`src/rtl/cnn_window_sched.sv`:
```
// 3x3 sliding-window read sequencer: gates each window on the write pointer and the core being idle.
// Optional stall-cycle counter output when CNN_SCHED_PERF_EN is defined.
module cnn_window_sched #(
  parameter int IMG_W = 28,
  parameter int IMG_H = 28,
  parameter int K     = 3,
  parameter int AW    = 10
)(
  input  logic          clk,
  input  logic          rst_n,
  input  logic          clr,
  input  logic [AW-1:0] wr_addr,
  input  logic          core_bsy,
  output logic [AW-1:0] rd_addr,
  output logic          rd_en,
  output logic          strt,
  output logic          din_vld,
  output logic          win_last,
  output logic          frame_done
`ifdef CNN_SCHED_PERF_EN
  ,
  output logic [15:0]   stall_cnt
`endif
);
  localparam int TW = $clog2(K + 1);
  localparam logic [AW-1:0] A0     = AW'((K-1)*IMG_W + (K-1));
  localparam logic [AW-1:0] A_LAST = AW'(IMG_W*IMG_H - 1);
  localparam logic [AW-1:0] C0     = AW'(K-1);
  localparam logic [AW-1:0] C_LAST = AW'(IMG_W-1);
  localparam logic [TW-1:0] T_LAST = TW'(K-1);

  typedef enum logic [1:0] {IDLE, ISSUE, DRAIN, DONE} state_t;

  state_t        r_state, w_nxt;
  logic [AW-1:0] r_anchor, r_col;
  logic [TW-1:0] r_trow, r_tcol;
  logic          r_din_vld;
  logic          w_ready, w_last_tap, w_final;
  logic [AW-1:0] w_rback, w_cback;

  assign w_ready    = (r_anchor < wr_addr) && !core_bsy;
  assign w_last_tap = (r_trow == T_LAST) && (r_tcol == T_LAST);
  assign w_final    = (r_anchor == A_LAST);
  assign w_rback    = AW'(K-1) - AW'(r_trow);
  assign w_cback    = AW'(K-1) - AW'(r_tcol);

  always_ff @(posedge clk) begin
    if (!rst_n) begin
      r_state   <= IDLE;
      r_anchor  <= A0;
      r_col     <= C0;
      r_trow    <= '0;
      r_tcol    <= '0;
      r_din_vld <= 1'b0;
    end else begin
      // RAM has one cycle of read latency; a clr still lets the last strobe through
      r_din_vld <= rd_en;
      r_state   <= w_nxt;
      if (clr) begin
        r_anchor <= A0;
        r_col    <= C0;
        r_trow   <= '0;
        r_tcol   <= '0;
      end else begin
        if (r_state == ISSUE) begin
          if (r_tcol == T_LAST) begin
            r_tcol <= '0;
            r_trow <= (r_trow == T_LAST) ? '0 : r_trow + 1'b1;
          end else begin
            r_tcol <= r_tcol + 1'b1;
          end
        end
        if (r_state == DRAIN && !w_final) begin
          if (r_col == C_LAST) begin
            r_anchor <= r_anchor + AW'(K);
            r_col    <= C0;
          end else begin
            r_anchor <= r_anchor + 1'b1;
            r_col    <= r_col + 1'b1;
          end
        end
      end
    end
  end

  always_comb begin
    w_nxt = r_state;
    case (r_state)
      IDLE:    if (w_ready) w_nxt = ISSUE;
      ISSUE:   if (w_last_tap) w_nxt = DRAIN;
      DRAIN:   w_nxt = w_final ? DONE : IDLE;
      DONE:    w_nxt = DONE;
      default: w_nxt = IDLE;
    endcase
    if (clr) w_nxt = IDLE;
  end

  always_comb begin
    rd_en      = (r_state == ISSUE);
    strt       = rd_en && (r_trow == '0) && (r_tcol == '0);
    win_last   = rd_en && w_final;
    rd_addr    = rd_en ? (r_anchor - w_rback * AW'(IMG_W) - w_cback) : '0;
    frame_done = (r_state == DRAIN) && w_final;
    din_vld    = r_din_vld;
  end

`ifdef CNN_SCHED_PERF_EN
  logic [15:0] r_stall;
  always_ff @(posedge clk) begin
    if (!rst_n || clr)
      r_stall <= '0;
    else if (r_state == IDLE && !w_ready && r_stall != 16'hFFFF)
      r_stall <= r_stall + 1'b1;
  end
  assign stall_cnt = r_stall;
`endif

endmodule

```
`config.mk`:
```
export PLATFORM = sky130hd
export DESIGN_NAME = cnn_window_sched
export DESIGN_NICKNAME = d
export VERILOG_FILES = /design/src/rtl/cnn_window_sched.sv
export SDC_FILE = /design/constraint.sdc
export NUM_CORES = 1
export LEC_CHECK = 0
export CORE_UTILIZATION = 42
export DETAILED_ROUTE_END_ITERATION = 7
export MAX_ROUTING_LAYER = met4
export PLACE_DENSITY_LB_ADDON = 0.1
export SLEW_MARGIN = 20
export SYNTH_ARGS = -nofsm -noshare
export SYNTH_HDL_FRONTEND = slang
export SYNTH_SLANG_ARGS = --single-unit
```
`constraint.sdc`:
```
create_clock -name clk -period 6.2 [get_ports clk]
set_input_delay 1.24 -clock clk [delete_from_list [all_inputs] [get_ports clk]]
set_output_delay 1.24 -clock clk [all_outputs]
set_load 0.005 [all_outputs]
```
-- Word level (Yosys, flattened, before mapping)
Index checks and enable logic that the tools add are counted.
- output and inout port bits: 15
- input bits: 14
- register bits: 27
- logic and storage cells: 51
- multiplexer cells: 9
- bitwise operators: 1
- multiply operators: 1
- eq/ne operators: 9
- reduce and logical (&&, ||, !) cells: 15
- add/subtract/negate cells: 9
- magnitude comparators: 1
- operators by type and width (cell ; number):
    $mux 10 ; 3
    $add 10x1->10 const B ; 2
    $sub 10x10->10 ; 2
    $add 10x2->10 const B ; 1
    $eq 10x10->1 const B ; 1
    $eq 10x5->1 const B ; 1
    $lt 10x10->1 ; 1
    $mul 10x3->8 const B ; 1
    $mux 2 ; 5
    $eq 2x2->1 const B ; 4
    $pmux 2 s4 ; 1
    $logic_and 1x1->1 ; 7
    $logic_not 2->1 ; 3
    $sub 2x2->3 const A ; 2
    $add 2x1->2 const B ; 2
    $reduce_and 2->1 ; 2
    $eq 2x1->1 const B ; 1
    $logic_not 1->1 ; 2
    $ne 2x1->1 const B ; 1
    $ne 2x2->1 const B ; 1
    $reduce_or 2->1 ; 1
    $not 1->1 ; 1

-- Longest topological paths before layout
- depth in word-level cells: 5
- depth in mapped cells: 11
- mapped depth without buffers: 11

-- Worst setup path after synthesis
Ideal clock, no wire load.
- kind: register to output
- start: register r_trow[0]
- end: output port rd_addr[8]
- cell stages (with the launch flop): 11
- required time: 4960 ps
- buffers on the path: 0
- arrival time: 2745 ps
- setup slack: 2215 ps
- path through: dfxtp_1 inv_1 ha_1 xnor2_1 fa_1 inv_1 ha_1 a2111oi_0 o41ai_1 xnor2_1 nor2_1
- longest elaborated chain between the ends: 5
- RTL lines (element ; RTL line ; source):
    start, declared ; 36 ; logic [TW-1:0] r_trow, r_tcol;
    start signal, assigned ; 68 ; r_trow <= (r_trow == T_LAST) ? '0 : r_trow + 1'b1;
    $sub 2x2->3 ; 44 ; assign w_rback = AW'(K-1) - AW'(r_trow);
    $mul 10x3->8 ; 102 ; rd_addr = rd_en ? (r_anchor - w_rback * AW'(IMG_W) - w_cback) : '0;
    $sub 10x10->10 (2 in series) ; 102 ;
    $mux 10 ; 102 ;
    end, declared ; 14 ; output logic [AW-1:0] rd_addr,
Every way passes these cells.

-- Final worst setup path
- start: register r_trow[0]
- end: output port rd_addr[7]
The elaborated chain is that of the path after synthesis.

==> metrics.md <==
| Metric | Value |
|---|---|
| Async set-or-reset flop fraction in the synthesized netlist | 0 |
| GPL Wtd Cong | 0.792 |
| Layout Skew | 0.00197 ns |
| Register-to-register path setup slack | 3.63 ns |
| Final wirelength | 4410 um |
| Yosys cell types | 40 |
| Initial antenna violation count | 0 |
| Layout area overhead | 17.0% |
| Fin cells | 374 |
| Worst reg2reg path startpoint | r_col[0] |
| Power Density | 118 nW/um^2 |
| Final ANT Viol Nets | 0 |
| Clock tree buffer depth | 2 |
| EDFF count, synth | 0 |
| Synth warnings | 0 |
| Hold path cells | 2 |
| Largest net degree at the start of global routing | 17 |
| Core Area | 5170 um^2 |
| Seq/Total Area, Yosys | 0.237 |
| Adder-cell share of the synthesized area | 0.255 |
| Hold_ws | 0.505 ns |
| CTS tree | yes |
| HP Start | r_state[1] |
| TritonRoute pass-1 iters | 4 |
| Std cell rows | 26 |
| Syn nets | 331 |
| Post-DP Area | 2620 um^2 |
| Yosys reg bits | 27 |
| Placed cells | 370 |
| Total power | 0.314 mW |
| PortBufs | 28 |
| Overflow after GRT | 0 |
| Cell with the most instances after synthesis | inv_1 |
| Post-DP HPWL | 3640 um |
| Routed via count | 1808 |
| Final min period | 4.94 ns |
| Sink Count | 27 |
| Post-synthesis cell area | 2280 um^2 |
| Setup CP Type | reg2out |
| Final Slew Violations | 0 |
| Pleak | 1.09 nW |
| Post-synth top flop | dfxtp_1 |
| Mux share of post-synthesis cell area | 0 |
| RSZ-0062 raised after global routing | no |
| DIE AREA | 5730 um^2 |
| I/O pins | 29 |
| Status | complete, no violations |
| DIE WIDTH | 75.7 um |
| Arr. time, crit path | 3.70 ns |
| Cts hold-fix bufs | 0 |
| Layout cells sized above 1 | 0.0296 |
| Detailed-route wire length per cell | 11.8 um |
| FF-to-FF End | r_anchor[9] |
| VDD IR-drop max | 92.4 uV |
| CP Max Fanout | 6 |
| Xor-xnor portion of the synthesized cell area | 0.108 |
| Final setup vio count | 0 |
| Root Buffer | clkbuf_8 |
| Compound-Gate Fraction of Synth Area | 0.104 |
| Area fraction of the dominant cell type after synthesis | 0.237 |
| H-tree Lvls | 1 |
| Final non-filler cell area | 2670 um^2 |
| # resized after CTS | 0 |
| CP endpoint kind | output port |
| Top cells by count, synth | inv_1, ha_1, nor2_1 |
| Post-CTS setup buffers | 0 |
| Worst Max-Slew Pin Slew | 0.608 ns |
| Max_cap viols | 0 |
| Largest family of logic cells by synthesized area | adder cells |
| Initial DRC count | 51 |
| First-pass GRT wire length | 7740 um |
| Top cells by area in the synthesized netlist | dfxtp_1, ha_1, xnor2_1, fa_1, inv_1 |
| Simple-gate share of the synthesized area | 0.219 |
| Critical Path RT | 4.96 ns |
| CTS clk-pin slew, worst paths | 0.10 ns |
| CTS Buf Count | 3 |
| Syn Inst Count | 276 |
| Largest area contributor in the synthesized netlist | dfxtp_1 |
| Post-synthesis area per instance | 8.26 um^2 |
| Fin crit share | 0.797 |
| Die height | 75.7 um |
| GRT Util Overall | 0.180 |
| Worst Reg-to-Reg Cells | 10 |
| TNS Setup | 0 ns |
| Vias/cell | 4.83 |
| Max-slew headroom | 0.591 |
| CP startpoint kind | flip-flop |
| Starting density of the core | 0.441 |
| Max Freq | 202 MHz |
| Fin. Hold Viols | 0 |
| N_diodes | 0 |
| Clock Latency Late Sink | 0.27 ns |
| DR DRC count | 0 |
| Type of the tightest min-delay check | reg2reg |
| Fin nets | 360 |
| Number of global-route vias before repair | 1684 |
| Worst hold endpoint | r_state[1] |
## cells in the final DEF, fill, tap and decap left out, drive strengths merged, types with 4 or more instances in the layout
cell,count
nand4,5
nand2,24
a21o,4
o21ai,7
xor2,6
nand2b,7
nor3,7
nand3,10
ha,32
fa,9
dfxtp,27
xnor2,22
inv,38
nor2,30
clkdlybuf4s50,28
a21oi,13
nor4,5
## worst max-delay path, cell delays in order, from the launching register on
cell,delay [ns]
dfxtp_1,0.45
inv_1,0.15
ha_1,0.34
xnor2_1,0.15
fa_1,0.50
inv_1,0.04
ha_1,0.34
nor3_1,0.07
a311oi_1,0.45
a31oi_1,0.18
xor2_1,0.16
nor2_1,0.09
clkdlybuf4s50_1,0.51
## state kept, by name, summed over array words and instances, names as in the netlist
register  count
r_state       2
r_tcol        2
r_trow        2
r_col        10
din_vld       1
r_anchor     10
## layer usage
| layer | global-route usage | part of all wire | vias to the layer above | routed length [um] |
|---|---|---|---|---|
| met5 | - | 0 | - | 0 |
| li1 | - | - | 976 | - |
| met3 | 0.0185 | 0.017 | 2 | 77 |
| met1 | 0.250 | 0.53 | 809 | 2350 |
| met2 | 0.285 | 0.44 | 21 | 1950 |
| met4 | 0.0370 | 0.0061 | 0 | 27 |
## per-stage QoR
stage	setup slack (ns)	utilization
global placement	1.54	0.506
detailed placement	1.51	0.506
CTS	1.21	0.516
global route	0.960	0.516
finish	1.26	0.516
floorplan	2.22	-
## area by class of cell
| type | instances | area [um^2] |
|---|---|---|
| flip-flops and latches | 27 | 541 |
| inverters | 39 | 146 |
| well taps | 70 | 87.6 |
| multi-input cells | 206 | 1560 |
| repair buffers | 28 | 280 |
| fillers | 522 | 2500 |
| clock buffers | 3 | 41.3 |
| clock inverters | 1 | 7.51 |
## power by group
group | switching, mW | internal (mW) | total [mW]
Clock | 0.0576 | 0.0456 | 0.103
Combinational | 0.0165 | 0.0193 | 0.0358
Sequential | 0.000819 | 0.174 | 0.175
## worst max path at each step
stage,endpoint,cells past startpoint,from
after floorplan,rd_addr[8],10,r_trow[0]
after global placement,rd_addr[8],11,r_trow[0]
after detailed placement,rd_addr[8],11,r_trow[0]
after CTS,rd_addr[8],11,r_trow[0]
after global routing,rd_addr[8],11,r_trow[0]
final,rd_addr[7],12,r_trow[0]
## cell families (layout without fill, tap and decap cells)
logic type / Yosys count / count (layout)
buffers and inverters: 43 / 71
xor gates and xnor gates: 28 / 28
and+or+nand+nor: 101 / 101
adders and majority gates: 41 / 41
DFF: 27 / 27
AOI/OAI and AO/OA: 36 / 36
No activity file was read; power rests on OpenSTA's default activity.
